===== config.mk =====
export PLATFORM = sky130hd
export DESIGN_NAME = easyaxi_slv_flat
export DESIGN_NICKNAME = d
export VERILOG_FILES = /design/src/rtl/easyaxi_slv_if.sv /design/src/rtl/easyaxi_slv.sv /design/src/flat_wrapper.sv
export SDC_FILE = /design/constraint.sdc
export NUM_CORES = 1
export LEC_CHECK = 0
export BUFFER_PORTS_ARGS = -buffer_cell sky130_fd_sc_hd__buf_2
export CAP_MARGIN = 20
export CORE_MARGIN = 10
export CORE_UTILIZATION = 40
export CTS_CLUSTER_DIAMETER = 80
export DETAILED_ROUTE_END_ITERATION = 7
export GPL_TIMING_DRIVEN = 0
export SYNTH_ARGS = -nofsm -noshare
export SYNTH_HDL_FRONTEND = slang
export SYNTH_SLANG_ARGS = --single-unit
export TNS_END_PERCENT = 50

===== constraint.sdc =====
create_clock -name clk -period 3.5 [get_ports clk]
set_clock_uncertainty 0.05 [all_clocks]
set_input_delay 0.7 -clock clk [delete_from_list [all_inputs] [get_ports clk]]
set_output_delay 0.7 -clock clk [all_outputs]
set_load 0.05 [all_outputs]

===== src/rtl/easyaxi_slv_if.sv =====
//------------------------------------------------------------------------------
// Module      : easyaxi_slv_if
// Description : AXI read-address / read-data channel bundle between the
//               EasyAXI read master and the easyaxi_slv responder.
// Revision    : 1.0 - initial release
//------------------------------------------------------------------------------
`default_nettype none

`ifndef AXI_ID_W
`define AXI_ID_W 4
`endif
`ifndef AXI_ADDR_W
`define AXI_ADDR_W 32
`endif
`ifndef AXI_LEN_W
`define AXI_LEN_W 8
`endif
`ifndef AXI_SIZE_W
`define AXI_SIZE_W 3
`endif
`ifndef AXI_BURST_W
`define AXI_BURST_W 2
`endif
`ifndef AXI_DATA_W
`define AXI_DATA_W 32
`endif
`ifndef AXI_RESP_W
`define AXI_RESP_W 2
`endif

interface easyaxi_slv_if;
   logic                     axi_slv_arvalid;
   logic                     axi_slv_arready;
   logic [`AXI_ID_W-1:0]     axi_slv_arid;
   logic [`AXI_ADDR_W-1:0]   axi_slv_araddr;
   logic [`AXI_LEN_W-1:0]    axi_slv_arlen;
   logic [`AXI_SIZE_W-1:0]   axi_slv_arsize;
   logic [`AXI_BURST_W-1:0]  axi_slv_arburst;
   logic                     axi_slv_rvalid;
   logic                     axi_slv_rready;
   logic [`AXI_ID_W-1:0]     axi_slv_rid;
   logic [`AXI_DATA_W-1:0]   axi_slv_rdata;
   logic [`AXI_RESP_W-1:0]   axi_slv_rresp;
   logic                     axi_slv_rlast;

   modport master (
      output axi_slv_arvalid, axi_slv_arid, axi_slv_araddr, axi_slv_arlen,
             axi_slv_arsize, axi_slv_arburst, axi_slv_rready,
      input  axi_slv_arready, axi_slv_rvalid, axi_slv_rid, axi_slv_rdata,
             axi_slv_rresp, axi_slv_rlast
   );

   modport slave (
      input  axi_slv_arvalid, axi_slv_arid, axi_slv_araddr, axi_slv_arlen,
             axi_slv_arsize, axi_slv_arburst, axi_slv_rready,
      output axi_slv_arready, axi_slv_rvalid, axi_slv_rid, axi_slv_rdata,
             axi_slv_rresp, axi_slv_rlast
   );
endinterface

`default_nettype wire


===== src/rtl/easyaxi_slv.sv =====
//------------------------------------------------------------------------------
// Module      : easyaxi_slv
// Description : AXI read responder. Queues up to OST_DEPTH read requests in
//               order and returns each burst with the beat address as data,
//               FIXED/INCR/WRAP address stepping and SLVERR/DECERR responses.
// Revision    : 1.0 - initial release
//------------------------------------------------------------------------------
`default_nettype none

`ifndef AXI_ID_W
`define AXI_ID_W 4
`endif
`ifndef AXI_ADDR_W
`define AXI_ADDR_W 32
`endif
`ifndef AXI_LEN_W
`define AXI_LEN_W 8
`endif
`ifndef AXI_SIZE_W
`define AXI_SIZE_W 3
`endif
`ifndef AXI_BURST_W
`define AXI_BURST_W 2
`endif
`ifndef AXI_DATA_W
`define AXI_DATA_W 32
`endif
`ifndef AXI_RESP_W
`define AXI_RESP_W 2
`endif

module easyaxi_slv #(
   parameter int unsigned               OST_DEPTH  = 4,
   parameter int unsigned               RD_LAT     = 0,
   parameter logic [`AXI_ADDR_W-1:0]    ADDR_LIMIT = 'h100
) (
   input  wire                clk,
   input  wire                rst_n,
   easyaxi_slv_if.slave       axi,
   output logic               busy
);

   localparam int unsigned OST_CNT_W = (OST_DEPTH > 1) ? $clog2(OST_DEPTH) : 1;
   localparam int unsigned ADDR_W    = `AXI_ADDR_W;
   localparam int unsigned SIZE_W    = `AXI_SIZE_W;

   localparam logic [OST_CNT_W-1:0] PTR_MAX  = OST_CNT_W'(OST_DEPTH - 1);
   localparam logic [OST_CNT_W:0]   CNT_FULL = (OST_CNT_W + 1)'(OST_DEPTH);
   localparam logic [SIZE_W-1:0]    MAX_SIZE = SIZE_W'($clog2(`AXI_DATA_W / 8));
   localparam logic [3:0]           LAT_LAST = 4'((RD_LAT == 0) ? 0 : RD_LAT - 1);

   localparam logic [1:0] BURST_FIXED = 2'b00;
   localparam logic [1:0] BURST_INCR  = 2'b01;
   localparam logic [1:0] BURST_WRAP  = 2'b10;
   localparam logic [1:0] RESP_OKAY   = 2'b00;
   localparam logic [1:0] RESP_SLVERR = 2'b10;
   localparam logic [1:0] RESP_DECERR = 2'b11;

   typedef struct packed {
      logic [`AXI_ID_W-1:0]    id;
      logic [`AXI_ADDR_W-1:0]  addr;
      logic [`AXI_LEN_W-1:0]   len;
      logic [`AXI_SIZE_W-1:0]  size;
      logic [`AXI_BURST_W-1:0] burst;
   } req_t;

   typedef enum logic [1:0] {
      S_IDLE = 2'd0,
      S_WAIT = 2'd1,
      S_DATA = 2'd2
   } state_t;

   // Request queue
   req_t                  fifo_q [OST_DEPTH];
   logic [OST_CNT_W-1:0]  wr_ptr_q;
   logic [OST_CNT_W-1:0]  rd_ptr_q;
   logic [OST_CNT_W:0]    cnt_q;

   // Active burst
   state_t                  state_q;
   logic [`AXI_ID_W-1:0]    id_q;
   logic [ADDR_W-1:0]       addr_q;
   logic [`AXI_LEN_W-1:0]   len_q;
   logic [SIZE_W-1:0]       size_q;
   logic [1:0]              mode_q;
   logic [1:0]              resp_q;
   logic [`AXI_LEN_W-1:0]   beat_q;
   logic [3:0]              lat_q;
   logic                    rvalid_q;

   logic                    w_push;
   logic                    w_pop;
   req_t                    w_req;
   req_t                    w_head;
   logic                    w_len_ok;
   logic [1:0]              w_resp;
   logic [1:0]              w_mode;
   logic [ADDR_W-1:0]       w_bytes;
   logic [ADDR_W-1:0]       w_total;
   logic [ADDR_W-1:0]       addr_d;

   assign w_req  = '{id: axi.axi_slv_arid, addr: axi.axi_slv_araddr,
                     len: axi.axi_slv_arlen, size: axi.axi_slv_arsize,
                     burst: axi.axi_slv_arburst};
   assign w_head = fifo_q[rd_ptr_q];

   assign axi.axi_slv_arready = (cnt_q != CNT_FULL);
   assign w_push = axi.axi_slv_arvalid & axi.axi_slv_arready;
   assign w_pop  = (state_q == S_IDLE) && (cnt_q != '0);

   assign axi.axi_slv_rvalid = rvalid_q;
   assign axi.axi_slv_rid    = id_q;
   assign axi.axi_slv_rdata  = `AXI_DATA_W'(addr_q);
   assign axi.axi_slv_rresp  = resp_q;
   assign axi.axi_slv_rlast  = rvalid_q & (beat_q == len_q);

   assign busy = (cnt_q != '0) || (state_q != S_IDLE);

   // Decode the response and effective stepping mode of the queue head
   always_comb begin
      w_len_ok = (w_head.len == 8'd1) || (w_head.len == 8'd3) ||
                 (w_head.len == 8'd7) || (w_head.len == 8'd15);
      w_resp   = RESP_OKAY;
      if ((w_head.burst == 2'b11) || (w_head.size > MAX_SIZE) ||
          ((w_head.burst == BURST_WRAP) && !w_len_ok)) begin
         w_resp = RESP_SLVERR;
      end else if (w_head.addr >= ADDR_LIMIT) begin
         w_resp = RESP_DECERR;
      end
      // Anything that is neither FIXED nor a legal WRAP steps as INCR
      w_mode = BURST_INCR;
      if (w_head.burst == BURST_FIXED) begin
         w_mode = BURST_FIXED;
      end else if ((w_head.burst == BURST_WRAP) && w_len_ok) begin
         w_mode = BURST_WRAP;
      end
   end

   // Next beat address of the active burst
   always_comb begin
      w_bytes = ADDR_W'(1) << size_q;
      w_total = (ADDR_W'(len_q) + ADDR_W'(1)) << size_q;
      case (mode_q)
         BURST_FIXED: addr_d = addr_q;
         BURST_WRAP:  addr_d = (addr_q & ~(w_total - ADDR_W'(1))) |
                               ((addr_q + w_bytes) & (w_total - ADDR_W'(1)));
         default:     addr_d = (addr_q & ~(w_bytes - ADDR_W'(1))) + w_bytes;
      endcase
   end

   // Capture accepted requests into queue storage
   always_ff @(posedge clk) begin
      if (w_push) begin
         fifo_q[wr_ptr_q] <= w_req;
      end
   end

   // Queue pointers and occupancy
   always_ff @(posedge clk or negedge rst_n) begin
      if (!rst_n) begin
         wr_ptr_q <= '0;
         rd_ptr_q <= '0;
         cnt_q    <= '0;
      end else begin
         if (w_push) begin
            wr_ptr_q <= (wr_ptr_q == PTR_MAX) ? '0 : wr_ptr_q + 1'b1;
         end
         if (w_pop) begin
            rd_ptr_q <= (rd_ptr_q == PTR_MAX) ? '0 : rd_ptr_q + 1'b1;
         end
         case ({w_push, w_pop})
            2'b10:   cnt_q <= cnt_q + 1'b1;
            2'b01:   cnt_q <= cnt_q - 1'b1;
            default: cnt_q <= cnt_q;
         endcase
      end
   end

   // Burst sequencer: load head, optional latency, stream beats
   always_ff @(posedge clk or negedge rst_n) begin
      if (!rst_n) begin
         state_q  <= S_IDLE;
         id_q     <= '0;
         addr_q   <= '0;
         len_q    <= '0;
         size_q   <= '0;
         mode_q   <= BURST_INCR;
         resp_q   <= RESP_OKAY;
         beat_q   <= '0;
         lat_q    <= '0;
         rvalid_q <= 1'b0;
      end else begin
         case (state_q)
            S_IDLE: begin
               if (w_pop) begin
                  id_q   <= w_head.id;
                  addr_q <= w_head.addr;
                  len_q  <= w_head.len;
                  size_q <= w_head.size;
                  mode_q <= w_mode;
                  resp_q <= w_resp;
                  beat_q <= '0;
                  lat_q  <= '0;
                  if (RD_LAT > 0) begin
                     state_q <= S_WAIT;
                  end else begin
                     state_q  <= S_DATA;
                     rvalid_q <= 1'b1;
                  end
               end
            end
            S_WAIT: begin
               if (lat_q == LAT_LAST) begin
                  state_q  <= S_DATA;
                  rvalid_q <= 1'b1;
               end else begin
                  lat_q <= lat_q + 4'd1;
               end
            end
            S_DATA: begin
               if (rvalid_q && axi.axi_slv_rready) begin
                  if (beat_q == len_q) begin
                     rvalid_q <= 1'b0;
                     state_q  <= S_IDLE;
                  end else begin
                     beat_q <= beat_q + 1'b1;
                     addr_q <= addr_d;
                  end
               end
            end
            default: begin
               state_q  <= S_IDLE;
               rvalid_q <= 1'b0;
            end
         endcase
      end
   end

endmodule

`default_nettype wire


===== src/flat_wrapper.sv =====
// flat-port wrapper written by rule: the top's interface ports become plain ports
module easyaxi_slv_flat 
#(
   parameter int unsigned               OST_DEPTH  = 4,
   parameter int unsigned               RD_LAT     = 0,
   parameter logic [`AXI_ADDR_W-1:0]    ADDR_LIMIT = 'h100
)
  (clk, rst_n, busy, axi_axi_slv_arvalid, axi_axi_slv_arid, axi_axi_slv_araddr, axi_axi_slv_arlen, axi_axi_slv_arsize, axi_axi_slv_arburst, axi_axi_slv_rready, axi_axi_slv_arready, axi_axi_slv_rvalid, axi_axi_slv_rid, axi_axi_slv_rdata, axi_axi_slv_rresp, axi_axi_slv_rlast);
  easyaxi_slv_if axi_i ();
  input  wire clk;
  input  wire rst_n;
  output logic busy;
  input wire logic [$bits(axi_i.axi_slv_arvalid)-1:0] axi_axi_slv_arvalid;
  input wire logic [$bits(axi_i.axi_slv_arid)-1:0] axi_axi_slv_arid;
  input wire logic [$bits(axi_i.axi_slv_araddr)-1:0] axi_axi_slv_araddr;
  input wire logic [$bits(axi_i.axi_slv_arlen)-1:0] axi_axi_slv_arlen;
  input wire logic [$bits(axi_i.axi_slv_arsize)-1:0] axi_axi_slv_arsize;
  input wire logic [$bits(axi_i.axi_slv_arburst)-1:0] axi_axi_slv_arburst;
  input wire logic [$bits(axi_i.axi_slv_rready)-1:0] axi_axi_slv_rready;
  output wire logic [$bits(axi_i.axi_slv_arready)-1:0] axi_axi_slv_arready;
  output wire logic [$bits(axi_i.axi_slv_rvalid)-1:0] axi_axi_slv_rvalid;
  output wire logic [$bits(axi_i.axi_slv_rid)-1:0] axi_axi_slv_rid;
  output wire logic [$bits(axi_i.axi_slv_rdata)-1:0] axi_axi_slv_rdata;
  output wire logic [$bits(axi_i.axi_slv_rresp)-1:0] axi_axi_slv_rresp;
  output wire logic [$bits(axi_i.axi_slv_rlast)-1:0] axi_axi_slv_rlast;
  assign axi_i.axi_slv_arvalid = axi_axi_slv_arvalid;
  assign axi_i.axi_slv_arid = axi_axi_slv_arid;
  assign axi_i.axi_slv_araddr = axi_axi_slv_araddr;
  assign axi_i.axi_slv_arlen = axi_axi_slv_arlen;
  assign axi_i.axi_slv_arsize = axi_axi_slv_arsize;
  assign axi_i.axi_slv_arburst = axi_axi_slv_arburst;
  assign axi_i.axi_slv_rready = axi_axi_slv_rready;
  assign axi_axi_slv_arready = axi_i.axi_slv_arready;
  assign axi_axi_slv_rvalid = axi_i.axi_slv_rvalid;
  assign axi_axi_slv_rid = axi_i.axi_slv_rid;
  assign axi_axi_slv_rdata = axi_i.axi_slv_rdata;
  assign axi_axi_slv_rresp = axi_i.axi_slv_rresp;
  assign axi_axi_slv_rlast = axi_i.axi_slv_rlast;
  easyaxi_slv #(.OST_DEPTH(OST_DEPTH), .RD_LAT(RD_LAT), .ADDR_LIMIT(ADDR_LIMIT)) u_core (.clk(clk), .rst_n(rst_n), .axi(axi_i), .busy(busy));
endmodule

Word level (Yosys, flattened, before mapping)
Memory sizes are Yosys's and may differ from the RTL's.
Index checks and enable logic that the tools add are counted.
{"block": "op_classes", "div": 0, "muxes": 31, "add_sub_neg": 11, "eq_ne": 22, "n_reduce_logical": 25, "shift": 2, "n_lt_le_gt_ge": 2, "n_mul": 0, "n_bitwise": 8}
{"op": "$pmux 32 s2", "n": 2}
{"op": "$and 32x32->32", "n": 3}
{"op": "$mux 32", "n": 3}
{"op": "$add 32x32->32", "n": 2}
{"op": "$not 32->32", "n": 2}
{"op": "$sub 32x1->32 const B", "n": 2}
{"op": "$ge 32x9->1 const B", "n": 1}
{"op": "$or 32x32->32", "n": 1}
{"op": "$shl 1x3->32 const A", "n": 1}
{"op": "$shl 32x3->32", "n": 1}
{"op": "$mux 8", "n": 3}
{"op": "$mux 2", "n": 10}
{"op": "$pmux 8 s2", "n": 1}
{"op": "$eq 2x2->1 const B", "n": 7}
{"op": "$add 8x1->9 const B", "n": 1}
{"op": "$add 8x1->8 const B", "n": 1}
{"op": "$eq 8x1->1 const B", "n": 1}
{"op": "$eq 8x2->1 const B", "n": 1}
{"op": "$eq 8x3->1 const B", "n": 1}
{"op": "$eq 8x4->1 const B", "n": 1}
{"op": "$eq 8x8->1", "n": 1}
{"op": "$mux 4", "n": 2}
{"op": "$ne 2x1->1 const B", "n": 4}
{"op": "$pmux 4 s2", "n": 1}
{"op": "24 further kinds", "n": 48}
{"block": "word_totals", "inputBits": 53, "mem_bits_ro": 0, "latch_bits": 0, "register_bits": 73, "ramBits": 196, "output_inout_bits": 42, "mem_count": 1}
{"memory": "u_core.fifo_q", "words": 4, "width": 49, "read_ports": 1, "rd_ports_with_merged_regs": 0, "write_ports": 1, "line": "easyaxi_slv.sv:74", "text": "req_t fifo_q [OST_DEPTH];"}

Depth between registers and ports, before layout
{"block": "logic_depth", "depth_word": 10, "depth_mapped": 16, "ltp_nobuf": 14}

Least setup slack after synthesis
No wires, ideal clock.
{"block": "synth_path", "path_kind": "flip-flop to flip-flop", "from": "register u_core.len_q[0]", "to": "register (tool-made name)", "slack_ns": -0.230, "required_time_ns": 3.371, "t_arrival_ns": 3.600, "period_less_slack_ns": 3.730, "stages_incl_launch_ff": 12, "n_path_buf": 4, "cell_sequence": "dfrtp_1 buf_2 buf_1 xnor2_1 nand4_1 nor3_1 a21oi_1 and2_1 buf_2 clkbuf_1 a221oi_1 a2bb2oi_1"}
{"item": "from (decl)", "line": "easyaxi_slv.sv:83", "text": "logic [`AXI_LEN_W-1:0] len_q;"}
{"item": "from (signal assigned)", "line": "easyaxi_slv.sv:198", "text": "len_q <= w_head.len;"}

==> flow_metrics.env <==
export IMPL_cp_top_family="compound AO/OA/AOI/OAI gates"
export IMPL_die_width_um=207
export IMPL_gp_congestion=0.927
export IMPL_finalHoldViolations=0
export IMPL_drc=0
export IMPL_drv_slew=0
export IMPL_rows=68
export IMPL_dp_slack_ns=-0.926
export IMPL_crit_slowest_cell="dfrtp_1"
export IMPL_synth_mux_area_share_pct=8.13
export IMPL_max_cap_violations=0
export IMPL_die_y_um=207
export IMPL_outcome="completed"
export IMPL_fin_nets=1436
export IMPL_yosys_top_cells_area="edfxtp_1 (42%), dfrtp_1 (12%), mux4_2 (7.8%), nand2_1 (3.6%), ha_1 (2.1%)"
export IMPL_synth_largest_area_cell="edfxtp_1"
export IMPL_synth_top_area_share_pct=41.9
export IMPL_root_buffer="clkbuf_16"
export IMPL_synthSimpleGateAreaFrac_pct=14.1
export IMPL_seq_area_frac_synth_pct=53.8
export IMPL_switching_share_pct=42.0
export IMPL_clk_pin_slew_ns=0.07
export IMPL_p_int_mw=8.86
export IMPL_tns_ns=0
export IMPL_startpoint="u_core.len_q[0]$_DFFE_PN0P_"
export IMPL_hp_class="in -> async"
export IMPL_ir_drop_v=0.000535
export IMPL_synth_top_family_by_area="compound AO/OA/AOI/OAI gates"
export IMPL_port_buffers=94
export IMPL_synth_ff_type="edfxtp_1"
export IMPL_grt_usage_pct=18.4
export IMPL_synth_area_um2=14100
export IMPL_start_util_pct=40.6
export IMPL_p_switching_mw=6.42
export IMPL_seqPwrFrac_pct=30.3
export IMPL_drt_first_pass_iters=5
export IMPL_syn_num_nets=1257
export IMPL_cp_start_kind="register"
export IMPL_holdWs_ns=0.0440
export IMPL_post_drt_via_cell_ratio=5.91
export IMPL_max_freq_ghz=0.291
export IMPL_worstReg2RegStart="u_core.len_q[0]$_DFFE_PN0P_"
export IMPL_critPathMaxFanout=10
export IMPL_clock_sinks=263
export IMPL_critPathKind="reg -> reg"
export IMPL_cp_arrival_ns=3.79
export IMPL_finalCriticalPeriod_ns=3.44
export IMPL_grt_pass1_vias=10717
export IMPL_synthDistinctLibCells=95
export IMPL_path_buf_inv=3
export IMPL_grt_overflow=0
export IMPL_cp_slowest_stage_delay_ns=0.41
export IMPL_synth_commonest_cells="edfxtp_1 (196), nand2_1 (136), dfrtp_1 (66)"
export IMPL_yosysWarnings=0
export IMPL_worstPathCellList="ha_2 > clkbuf_4 > xor2_2 > o211ai_1 > o41ai_2 > a22o_1 > a211oi_4 > nand4_1 > buf_6 > a21oi_4 > buf_6 > a2bb2oi_1 > o311ai_1"
export IMPL_ys_ff_latch=263
export IMPL_grt_pass1_wl_um=64200
export IMPL_synth_edf_count=196
export IMPL_tritoncts="built"
export IMPL_cp_required_ns=3.85
export IMPL_drt_iter0_markers=1124
export IMPL_crit_top_cell="buf_6"
export IMPL_setup_slack_ns=0.0593
export IMPL_synth_fa_ha_area_share_pct=2.42
export IMPL_synth_area_per_cell_um2=11.9
export IMPL_end_kind="register"
export IMPL_syn_inst=1178
export IMPL_insertion_delay_ns=0.56
export IMPL_finalCritPeriodShare_pct=98.3
export IMPL_cts_buffer_depth=3
export IMPL_tightestPinTransition_ns=1.17
export IMPL_r2r_slack_ns=0.06
export IMPL_post_drt_wl_per_cell_um=22.6
export IMPL_rr_worst_depth=13
export IMPL_area_delta_synth_final_pct=21.6
export IMPL_grt_max_degree=40
export IMPL_rsz0062_at_grt="true"
export IMPL_critical_path_depth=13
export IMPL_vias=10842
export IMPL_pwr_share_comb_pct=49.7
export IMPL_p_leak_nw=6.18
export IMPL_p_per_area_nw_per_um2=894
export IMPL_design_die_area_um2=43000
export IMPL_dpl_hpwl_um=29500
export IMPL_relSlewSlack_pct=21.9
export IMPL_yosysMostFrequentCell="edfxtp_1"
export IMPL_synth_compound_area_share_pct=14.4
export IMPL_async_flop_share_pct=25.5
export IMPL_clkPwrFrac_pct=19.9
export IMPL_drive_above_1_share_pct=27.0
export IMPL_htreeDepth=1
export IMPL_cts_buffers=29
export IMPL_ant_nets=0
export IMPL_antenna_found_initial=4
export IMPL_core_area_um2=34600
export IMPL_io_pins=95
export IMPL_synth_xor_xnor_area_share_pct=3.74
export IMPL_setup_violations=0
export IMPL_routed_wl_um=41600
## worst register-to-register path, delay by kind of cell (launching register included)
kind / cells / cell delay (ns)
AOI/OAI and AO/OA: 7 / 1.52
buffers and inverters: 3 / 0.60
DFF: 1 / 0.41
and+or+nand+nor: 1 / 0.32
adders and majority gates: 1 / 0.22
xor gates and xnor gates: 1 / 0.18
## how the worst min path moves through the flow
stage                                                      from                                     to  slack [ns]
after CTS                                                 rst_n             asynchronous set/reset pin        0.05
after floorplan                                           rst_n             asynchronous set/reset pin        0.35
after global placement    u_core.axi.axi_slv_rid[3]$_DFFE_PN0P_  u_core.axi.axi_slv_rid[3]$_DFFE_PN0P_        0.41
after global routing                                      rst_n  u_core.axi.axi_slv_rid[2]$_DFFE_PN0P_        0.07
after detailed placement  u_core.axi.axi_slv_rid[3]$_DFFE_PN0P_  u_core.axi.axi_slv_rid[3]$_DFFE_PN0P_        0.41
final                                                     rst_n             asynchronous set/reset pin        0.04
## what timing repair did
item | 4_1_cts | 5_1_grt
gates cloned | 0 | 4
setup buffers | 23 | 22
gates resized for setup | 74 | 54
hold buffers | 0 | 0
endpoints found under the hold margin | 0 | 0
pin swaps | 16 | 27
endpoints found under the setup margin | 27 | 32
## placed cells by master, fill, tap and decap left out, types with 9 or more instances in the layout
master and n:
buf_2 105, a31oi_1 16, nor4_1 15, o211ai_1 15, o21ai_0 55, ha_1 18
o31ai_1 15, xnor2_1 32, nor2_1 56, clkbuf_1 39, inv_1 33, a211oi_1 14
dfrtp_1 64, xor2_1 26, nor2b_1 9, mux4_2 49, edfxtp_1 196, and2_1 9
a21oi_1 39, nand3_1 34, buf_6 10, buf_4 47, clkbuf_16 29, nand4_1 21
or2_2 10, nor3_1 22, nand2_1 132
## metal layers
metal	track usage, %	vias up	share of wire, %
li1	-	4918	-
met1	25.7	5375	44
met2	29.0	458	46
met3	2.74	89	7.2
met4	5.75	2	2.7
met5	0	-	0.048
## kinds of logic (layout without fill, tap and decap cells)
logic type | count (synthesis) | count (layout)
simple gates | 391 | 392
mux | 53 | 53
xor+xnor | 60 | 60
fa+ha+maj | 26 | 26
other cells | 0 | 3
flops | 263 | 263
compound gates | 278 | 278
buf+inv | 107 | 306
## power by group through the flow
stage / logic [mW] / registers, mW / clock network, mW
CTS: 7.13 / 4.63 / 3.10
global route: 8.13 / 4.71 / 3.25
finish: 7.60 / 4.64 / 3.05
global placement: 6.50 / 4.71 / 0
floorplan: 4.23 / 5.08 / 0
detailed placement: 6.61 / 4.69 / 0
## stage by stage
stage / utilization (%) / instances / power [mW] / cell area, um^2
after floorplan: - / 1178 / 9.31 / 14100
after global placement: 43.6 / 1727 / 11.2 / 15100
after detailed placement: 44.0 / 1733 / 11.3 / 15200
after CTS: 48.1 / 1808 / 14.9 / 16700
after global routing: 49.3 / 1834 / 16.1 / 17100
final: 49.4 / 1836 / 15.3 / 17100
## cell type report
cell class	instances	area [um^2]
clock buffers	35	748
fillers	3052	17500
flip-flops and latches	263	7570
inverters	36	141
multi-input cells	809	6440
well taps	455	569
clock inverters	17	195
repair buffers	148	981
diodes	3	7.51
plain buffers	70	447
(Power assumes the default switching activity.)
